**src/rtl/mc_ctrl_pkg.sv**
```systemverilog
// Shared encodings for the MIPS-lite multi-cycle controller and the datapath
// blocks it steers (NPC, GRF write mux, ALU, EXT).
package mc_ctrl_pkg;

  // Primary opcodes (IR[31:26])
  localparam logic [5:0] OP_RTYPE = 6'b000000;
  localparam logic [5:0] OP_ORI   = 6'b001101;
  localparam logic [5:0] OP_LUI   = 6'b001111;
  localparam logic [5:0] OP_LW    = 6'b100011;
  localparam logic [5:0] OP_SW    = 6'b101011;
  localparam logic [5:0] OP_BEQ   = 6'b000100;
  localparam logic [5:0] OP_BGTZ  = 6'b000111;
  localparam logic [5:0] OP_JAL   = 6'b000011;

  // R-type function codes (IR[5:0])
  localparam logic [5:0] FN_ADDU  = 6'b100001;
  localparam logic [5:0] FN_SUBU  = 6'b100011;
  localparam logic [5:0] FN_JR    = 6'b001000;

  // Controller states; values 9-15 are unused and recover to FETCH.
  typedef enum logic [3:0] {
    ST_FETCH  = 4'd0,
    ST_DCD    = 4'd1,
    ST_EXE    = 4'd2,
    ST_MEM_RD = 4'd3,
    ST_MEM_WR = 4'd4,
    ST_WB_ALU = 4'd5,
    ST_WB_MEM = 4'd6,
    ST_JMP    = 4'd7,
    ST_JR     = 4'd8
  } state_e;

  // Next-PC select
  localparam logic [1:0] NPC_PC4 = 2'd0;
  localparam logic [1:0] NPC_BR  = 2'd1;
  localparam logic [1:0] NPC_JAL = 2'd2;
  localparam logic [1:0] NPC_JR  = 2'd3;

  // GRF destination select
  localparam logic [1:0] DST_RT  = 2'd0;
  localparam logic [1:0] DST_RD  = 2'd1;
  localparam logic [1:0] DST_RA  = 2'd2;

  // GRF write-data select
  localparam logic [1:0] WD_ALU  = 2'd0;
  localparam logic [1:0] WD_DM   = 2'd1;
  localparam logic [1:0] WD_PC4  = 2'd2;

  // ALU operation
  localparam logic [2:0] ALU_ADD = 3'd0;
  localparam logic [2:0] ALU_SUB = 3'd1;
  localparam logic [2:0] ALU_OR  = 3'd2;
  localparam logic [2:0] ALU_LUI = 3'd3;

  // Immediate extension
  localparam logic [1:0] EXT_ZERO  = 2'd0;
  localparam logic [1:0] EXT_SIGN  = 2'd1;
  localparam logic [1:0] EXT_UPPER = 2'd2;

  // One-hot instruction class produced by mc_ctrl_decode
  typedef struct packed {
    logic is_addu;
    logic is_subu;
    logic is_jr;
    logic is_ori;
    logic is_lui;
    logic is_lw;
    logic is_sw;
    logic is_beq;
    logic is_bgtz;
    logic is_jal;
    logic is_illegal;
  } instr_class_t;

endpackage

```
**src/rtl/mc_ctrl_decode.sv**
```systemverilog
// Combinational opcode/funct to one-hot instruction-class decoder.
module mc_ctrl_decode
  import mc_ctrl_pkg::*;
(
  input  logic [5:0]   opcode,
  input  logic [5:0]   funct,
  output instr_class_t cls
);

  // Exactly one class bit is set for any opcode/funct pair.
  always_comb begin
    cls = '0;
    unique case (opcode)
      OP_RTYPE: begin
        unique case (funct)
          FN_ADDU: cls.is_addu    = 1'b1;
          FN_SUBU: cls.is_subu    = 1'b1;
          FN_JR:   cls.is_jr      = 1'b1;
          default: cls.is_illegal = 1'b1;
        endcase
      end
      OP_ORI:  cls.is_ori     = 1'b1;
      OP_LUI:  cls.is_lui     = 1'b1;
      OP_LW:   cls.is_lw      = 1'b1;
      OP_SW:   cls.is_sw      = 1'b1;
      OP_BEQ:  cls.is_beq     = 1'b1;
      OP_BGTZ: cls.is_bgtz    = 1'b1;
      OP_JAL:  cls.is_jal     = 1'b1;
      default: cls.is_illegal = 1'b1;
    endcase
  end

endmodule

```
**src/rtl/mc_ctrl.sv**
```systemverilog
// Multi-cycle main controller: sequences FETCH/DCD/EXE/MEM/WB and drives the
// datapath enables and selects. Exactly one pc_wr per instruction, on its
// final cycle (same cycle as instr_done).
module mc_ctrl
  import mc_ctrl_pkg::*;
#(
  parameter int PC_SEL_W = 2,
  parameter int ST_W     = 4
) (
  input  logic                clk,
  input  logic                reset,
  input  logic [5:0]          opcode,
  input  logic [5:0]          funct,
  input  logic                zero,
  input  logic                greater,
  output logic                pc_wr,
  output logic                ir_wr,
  output logic                reg_wr,
  output logic                mem_wr,
  output logic [PC_SEL_W-1:0] npc_sel,
  output logic [1:0]          reg_dst,
  output logic                alu_src,
  output logic [2:0]          alu_op,
  output logic [1:0]          ext_op,
  output logic [1:0]          wd_sel,
  output logic                instr_done,
  output logic                illegal,
  output logic [ST_W-1:0]     dbg_state
);

  state_e       state_q;
  state_e       state_d;
  instr_class_t cls;

  mc_ctrl_decode u_decode (
    .opcode (opcode),
    .funct  (funct),
    .cls    (cls)
  );

  assign dbg_state = state_q;

  // State register; reset abandons any instruction in flight.
  always_ff @(posedge clk or posedge reset) begin
    if (reset) state_q <= ST_FETCH;
    else       state_q <= state_d;
  end

  // Next-state and Moore/opcode output decode; all outputs held low in reset
  // because FETCH would otherwise assert ir_wr.
  always_comb begin
    state_d    = ST_FETCH;
    pc_wr      = 1'b0;
    ir_wr      = 1'b0;
    reg_wr     = 1'b0;
    mem_wr     = 1'b0;
    npc_sel    = NPC_PC4;
    reg_dst    = DST_RT;
    alu_src    = 1'b0;
    alu_op     = ALU_ADD;
    ext_op     = EXT_ZERO;
    wd_sel     = WD_ALU;
    instr_done = 1'b0;
    illegal    = 1'b0;

    case (state_q)
      ST_FETCH: begin
        ir_wr   = 1'b1;
        state_d = ST_DCD;
      end

      ST_DCD: begin
        if (cls.is_illegal) begin
          // Unsupported instruction retires as a NOP.
          illegal    = 1'b1;
          pc_wr      = 1'b1;
          instr_done = 1'b1;
          state_d    = ST_FETCH;
        end else if (cls.is_jal) begin
          state_d = ST_JMP;
        end else if (cls.is_jr) begin
          state_d = ST_JR;
        end else begin
          state_d = ST_EXE;
        end
      end

      ST_EXE: begin
        if (cls.is_subu || cls.is_beq) alu_op = ALU_SUB;
        if (cls.is_ori) begin
          alu_op  = ALU_OR;
          alu_src = 1'b1;
          ext_op  = EXT_ZERO;
        end
        if (cls.is_lui) begin
          alu_op  = ALU_LUI;
          alu_src = 1'b1;
          ext_op  = EXT_UPPER;
        end
        if (cls.is_lw || cls.is_sw) begin
          alu_op  = ALU_ADD;
          alu_src = 1'b1;
          ext_op  = EXT_SIGN;
        end

        if (cls.is_beq || cls.is_bgtz) begin
          pc_wr      = 1'b1;
          instr_done = 1'b1;
          if ((cls.is_beq && zero) || (cls.is_bgtz && greater))
            npc_sel = NPC_BR;
          state_d = ST_FETCH;
        end else if (cls.is_addu || cls.is_subu || cls.is_ori || cls.is_lui) begin
          state_d = ST_WB_ALU;
        end else if (cls.is_lw) begin
          state_d = ST_MEM_RD;
        end else if (cls.is_sw) begin
          state_d = ST_MEM_WR;
        end else begin
          state_d = ST_FETCH;
        end
      end

      ST_MEM_RD: begin
        // ALU output register keeps the address; DM read in flight.
        state_d = ST_WB_MEM;
      end

      ST_MEM_WR: begin
        mem_wr     = 1'b1;
        pc_wr      = 1'b1;
        instr_done = 1'b1;
        state_d    = ST_FETCH;
      end

      ST_WB_ALU: begin
        reg_wr     = 1'b1;
        reg_dst    = (cls.is_addu || cls.is_subu) ? DST_RD : DST_RT;
        wd_sel     = WD_ALU;
        pc_wr      = 1'b1;
        instr_done = 1'b1;
        state_d    = ST_FETCH;
      end

      ST_WB_MEM: begin
        reg_wr     = 1'b1;
        reg_dst    = DST_RT;
        wd_sel     = WD_DM;
        pc_wr      = 1'b1;
        instr_done = 1'b1;
        state_d    = ST_FETCH;
      end

      ST_JMP: begin
        reg_wr     = 1'b1;
        reg_dst    = DST_RA;
        wd_sel     = WD_PC4;
        pc_wr      = 1'b1;
        npc_sel    = NPC_JAL;
        instr_done = 1'b1;
        state_d    = ST_FETCH;
      end

      ST_JR: begin
        pc_wr      = 1'b1;
        npc_sel    = NPC_JR;
        instr_done = 1'b1;
        state_d    = ST_FETCH;
      end

      default: state_d = ST_FETCH;
    endcase

    if (reset) begin
      pc_wr      = 1'b0;
      ir_wr      = 1'b0;
      reg_wr     = 1'b0;
      mem_wr     = 1'b0;
      npc_sel    = NPC_PC4;
      reg_dst    = DST_RT;
      alu_src    = 1'b0;
      alu_op     = ALU_ADD;
      ext_op     = EXT_ZERO;
      wd_sel     = WD_ALU;
      instr_done = 1'b0;
      illegal    = 1'b0;
    end
  end

endmodule

```
**config.mk**
```make
export PLATFORM = sky130hd
export DESIGN_NAME = mc_ctrl
export DESIGN_NICKNAME = d
export VERILOG_FILES = /design/src/rtl/mc_ctrl_pkg.sv /design/src/rtl/mc_ctrl_decode.sv /design/src/rtl/mc_ctrl.sv
export SDC_FILE = /design/constraint.sdc
export NUM_CORES = 1
export LEC_CHECK = 0
export ABC_AREA = 1
export ABC_CLOCK_PERIOD_IN_PS = 2600
export BUFFER_PORTS_ARGS = -buffer_cell sky130_fd_sc_hd__buf_4
export CORE_UTILIZATION = 46
export DETAILED_ROUTE_END_ITERATION = 12
export MAX_ROUTING_LAYER = met4
export PLACE_DENSITY = 0.83
export SLEW_MARGIN = 20
export SYNTH_ARGS = -nofsm -noshare
export SYNTH_HDL_FRONTEND = slang
export SYNTH_SLANG_ARGS = --single-unit
```
**constraint.sdc**
```tcl
create_clock -name clk -period 2.6 [get_ports clk]
set_input_delay 0.13 -clock clk [delete_from_list [all_inputs] [get_ports clk]]
set_output_delay 0.13 -clock clk [all_outputs]
set_load 0.02 [all_outputs]
```
==> impl_metrics.prom <==
# TYPE chip_impl_metric gauge
chip_impl_info{name="outcome",value="completed"} 1
chip_impl_metric{name="hold-path-cell-count",unit=""} 6
chip_impl_metric{name="critPathMaxFanout",unit=""} 6
chip_impl_metric{name="final_routed_wirelength_across_all_metal_layers",unit="microns"} 1670
chip_impl_metric{name="floorplan.rows",unit=""} 13
chip_impl_metric{name="power_per_cell_area",unit="mW/mm^2"} 487
chip_impl_metric{name="grt_pass1_wl",unit="microns"} 2810
chip_impl_metric{name="layout.nets",unit=""} 173
chip_impl_metric{name="synth-edff-count",unit=""} 0
chip_impl_info{name="critPathLaunchType",value="input pin"} 1
chip_impl_metric{name="power.static_leakage",unit="nW"} 0.521
chip_impl_info{name="worstHoldPathType",value="input pin to flop"} 1
chip_impl_metric{name="netlist_area",unit="sq um"} 662
chip_impl_metric{name="clock_power_share",unit="%"} 17.5
chip_impl_info{name="end_kind",value="output pin"} 1
chip_impl_info{name="tritoncts_clock_tree",value="done"} 1
chip_impl_metric{name="ant_nets",unit=""} 0
chip_impl_metric{name="layout-area-overhead-vs-synth",unit="%"} 45.2
chip_impl_metric{name="setup_tns",unit="ns"} 0
chip_impl_metric{name="cts_buffer_depth",unit=""} 2
chip_impl_metric{name="maxCapViolations",unit=""} 0
chip_impl_info{name="worstHoldEndpoint",value="dbg_state[3]"} 1
chip_impl_metric{name="arrival",unit="ns"} 1.58
chip_impl_metric{name="dp_hpwl",unit="microns"} 1440
chip_impl_metric{name="power.share.sequential",unit="%"} 21.4
chip_impl_metric{name="fin_hold_ws",unit="ns"} 0.325
chip_impl_metric{name="grt_max_degree",unit=""} 7
chip_impl_metric{name="placement.io_buffers",unit=""} 36
chip_impl_metric{name="drt_iter0_drc",unit=""} 16
chip_impl_info{name="holdCritStartpoint",value="funct[4]"} 1
chip_impl_metric{name="gp_routability_congestion",unit=""} 0.908
chip_impl_metric{name="max_clock_freq",unit="MHz"} 583
chip_impl_metric{name="die-height",unit="microns"} 39.9
chip_impl_metric{name="synth_largest_type_area_fraction",unit="%"} 15.1
chip_impl_metric{name="drcViolationCount",unit=""} 0
chip_impl_metric{name="antenna_cells_inserted",unit=""} 0
chip_impl_metric{name="global_route.overflow_total",unit=""} 0
chip_impl_metric{name="syn-instance-count",unit=""} 118
chip_impl_metric{name="clk_pin_slew_worst_paths",unit="ns"} 0.04
chip_impl_metric{name="antenna_found_initial",unit=""} 0
chip_impl_metric{name="period_utilization_post_route",unit="%"} 65.9
chip_impl_metric{name="worst_ep_required_time",unit="ns"} 2.47
chip_impl_info{name="cts_root_buffer",value="sky130_fd_sc_hd__clkbuf_4"} 1
chip_impl_info{name="postSynth.topFlopCell",value="sky130_fd_sc_hd__dfrtp_1"} 1
chip_impl_metric{name="comb_power_share",unit="%"} 61.1
chip_impl_metric{name="via_per_inst",unit=""} 4.98
chip_impl_metric{name="core-area",unit="sq mm"} 0.00132
chip_impl_metric{name="start_util",unit="%"} 50.2
chip_impl_metric{name="maxSlewViolCount",unit=""} 0
chip_impl_metric{name="power.switching",unit="mW"} 0.232
chip_impl_metric{name="grt.total_usage",unit="%"} 26.6
chip_impl_metric{name="cts_post_setup_buffers_inserted",unit=""} 0
chip_impl_metric{name="cts.sink_count",unit=""} 4
chip_impl_info{name="regToRegEndpoint",value="dbg_state[1]"} 1
chip_impl_metric{name="async_flop_share",unit="%"} 100
chip_impl_metric{name="power",unit="mW"} 0.468
chip_impl_metric{name="avgRoutedWirePerCell",unit="microns"} 9.81
chip_impl_metric{name="worstSkewPairLatency",unit="ns"} 0.24
chip_impl_metric{name="internal_power",unit="mW"} 0.236
chip_impl_info{name="synth.top_cells.by_count",value="sky130_fd_sc_hd__nand2_1, sky130_fd_sc_hd__nor2_1, sky130_fd_sc_hd__inv_1"} 1
chip_impl_metric{name="proportion_of_synthesized_chip_area_in_sequential_cells",unit="%"} 15.1
chip_impl_info{name="regToRegStartpoint",value="dbg_state[0]"} 1
chip_impl_metric{name="grt_pass1_vias",unit=""} 746
chip_impl_metric{name="timing.final.hold_violations",unit=""} 0
chip_impl_metric{name="setup-violations-final",unit=""} 0
chip_impl_metric{name="firstDrtPassIters",unit=""} 4
chip_impl_metric{name="yosysWarnings",unit=""} 0
chip_impl_info{name="unrepaired_setup_endpoints_after_global_routing",value="false"} 1
chip_impl_metric{name="reg2reg_depth",unit=""} 7
chip_impl_info{name="synth_top_area_cells",value="sky130_fd_sc_hd__dfrtp_1, sky130_fd_sc_hd__nand2_1, sky130_fd_sc_hd__nor2_1"} 1
chip_impl_metric{name="irDropWorstVdd",unit="mV"} 0.195
chip_impl_metric{name="final_min_period",unit="ns"} 1.71
chip_impl_metric{name="io-pin-count",unit=""} 38
chip_impl_metric{name="drive_gt1_share",unit="%"} 36.8
chip_impl_metric{name="finClkSkew",unit="ns"} 0.00630
chip_impl_metric{name="die_outline_area",unit="sq mm"} 0.00159
chip_impl_metric{name="post_synth_num_cell_types",unit=""} 19
chip_impl_info{name="worstSetupPathType",value="input pin to output pin"} 1
chip_impl_metric{name="htree_levels",unit=""} 1
chip_impl_metric{name="yosys_register_bits",unit=""} 4
chip_impl_metric{name="ff2ff_setup_slack",unit="ns"} 1.44
chip_impl_metric{name="cts_made_buffers",unit=""} 3
chip_impl_metric{name="max_ffs_per_register",unit=""} 4
chip_impl_metric{name="fillerInstances",unit=""} 133
chip_impl_metric{name="postSynthAreaPerCell",unit="sq um"} 5.61
chip_impl_metric{name="power_switching_share",unit="%"} 49.6
chip_impl_metric{name="mappedNetlistNets",unit=""} 134
chip_impl_info{name="synth_area_leader_cell",value="sky130_fd_sc_hd__dfrtp_1"} 1
chip_impl_metric{name="dieWidth",unit="microns"} 39.9
chip_impl_metric{name="num_vias",unit=""} 846
-- final cells by class --
cell class / instances / area, sq um / area share [%]
flip-flops and latches: 4 / 100 / 10.4
well taps: 15 / 18.8 / 1.95
repair buffers: 37 / 280 / 29.2
inverters: 22 / 82.6 / 8.59
multi-input cells: 89 / 457 / 47.5
clock buffers: 3 / 22.5 / 2.34
-- through the flow --
stage	utilization, %	instances	setup WS (ns)	instance area (sq um)
global placement	70.5	166	1.21	928
detailed placement	70.5	166	1.16	928
CTS	72.9	170	0.875	961
floorplan	-	118	1.06	662
global route	72.9	170	0.757	961
finish	72.9	170	0.886	961
-- placed cells by master, fill, tap and decap left out --
master and instances:
sky130_fd_sc_hd__a21oi_1 2, sky130_fd_sc_hd__a31oi_2 1, sky130_fd_sc_hd__buf_4 36, sky130_fd_sc_hd__clkbuf_4 3
sky130_fd_sc_hd__conb_1 1, sky130_fd_sc_hd__dfrtp_1 4, sky130_fd_sc_hd__dlygate4sd3_1 1, sky130_fd_sc_hd__inv_1 20
sky130_fd_sc_hd__inv_2 2, sky130_fd_sc_hd__nand2_1 26, sky130_fd_sc_hd__nand2_2 5, sky130_fd_sc_hd__nand3_1 11
sky130_fd_sc_hd__nand3_2 2, sky130_fd_sc_hd__nand3b_1 1, sky130_fd_sc_hd__nand4_1 5, sky130_fd_sc_hd__nor2_1 26
sky130_fd_sc_hd__nor2_2 1, sky130_fd_sc_hd__nor2_4 5, sky130_fd_sc_hd__nor3_2 1, sky130_fd_sc_hd__nor4_2 1
sky130_fd_sc_hd__o21ai_0 1
-- how the worst max path moves through the flow --
stage / startpoint / end / slack, ns / cells after the start
floorplan: dbg_state[2] / wd_sel[1] / 1.06 / 5
global placement: dbg_state[0] / alu_op[0] / 1.21 / 8
detailed placement: dbg_state[0] / alu_op[0] / 1.16 / 8
CTS: reset / reg_dst[0] / 0.87 / 6
global route: dbg_state[0] / alu_op[0] / 0.76 / 8
finish: reset / reg_dst[0] / 0.89 / 6
-- logic make-up (layout without fill, tap and decap cells) --
group                  Yosys count  after routing  share of synthesized area [%]
AND/OR/NAND/NOR                 84             84                           64.3
buffers and inverters           25             62                           15.9
flip-flops                       4              4                           15.1
AO/OA/AOI/OAI                    4              4                           4.16
other                            1              1                          0.567
-- power groups by stage --
stage	sequential, mW	clock [mW]	combinational [mW]
4_1_cts	0.0996	0.0828	0.287
5_1_grt	0.102	0.0860	0.318
3_3_place_gp	0.0970	0	0.280
2_1_floorplan	0.114	0	0.168
6_report	0.100	0.0819	0.286
3_5_place_dp	0.100	0	0.284
-- worst max-delay path: stages --
cell and delay [ns]:
sky130_fd_sc_hd__dlygate4sd3_1 0.54, sky130_fd_sc_hd__buf_4 0.16, sky130_fd_sc_hd__inv_1 0.17, sky130_fd_sc_hd__nand2_1 0.16, sky130_fd_sc_hd__nor4_2 0.24, sky130_fd_sc_hd__buf_4 0.18
-- per-layer routing --
layer | part of all wire [%] | global-route usage (%) | vias up
met3 | 5.8 | 1.67 | 7
met5 | 0 | - | -
met1 | 39 | 26.5 | 366
met2 | 52 | 49.6 | 36
met4 | 3.4 | 16.4 | 0
li1 | - | - | 437
-- timing repair --
| item | in CTS | in global routing |
|---|---|---|
| hold buffers | 1 | 0 |
| endpoints found under the setup margin | 0 | 0 |
| hold endpoints to repair | 4 | 0 |
| resized for setup | 0 | 0 |
No activity file was read; power rests on OpenSTA's default activity.
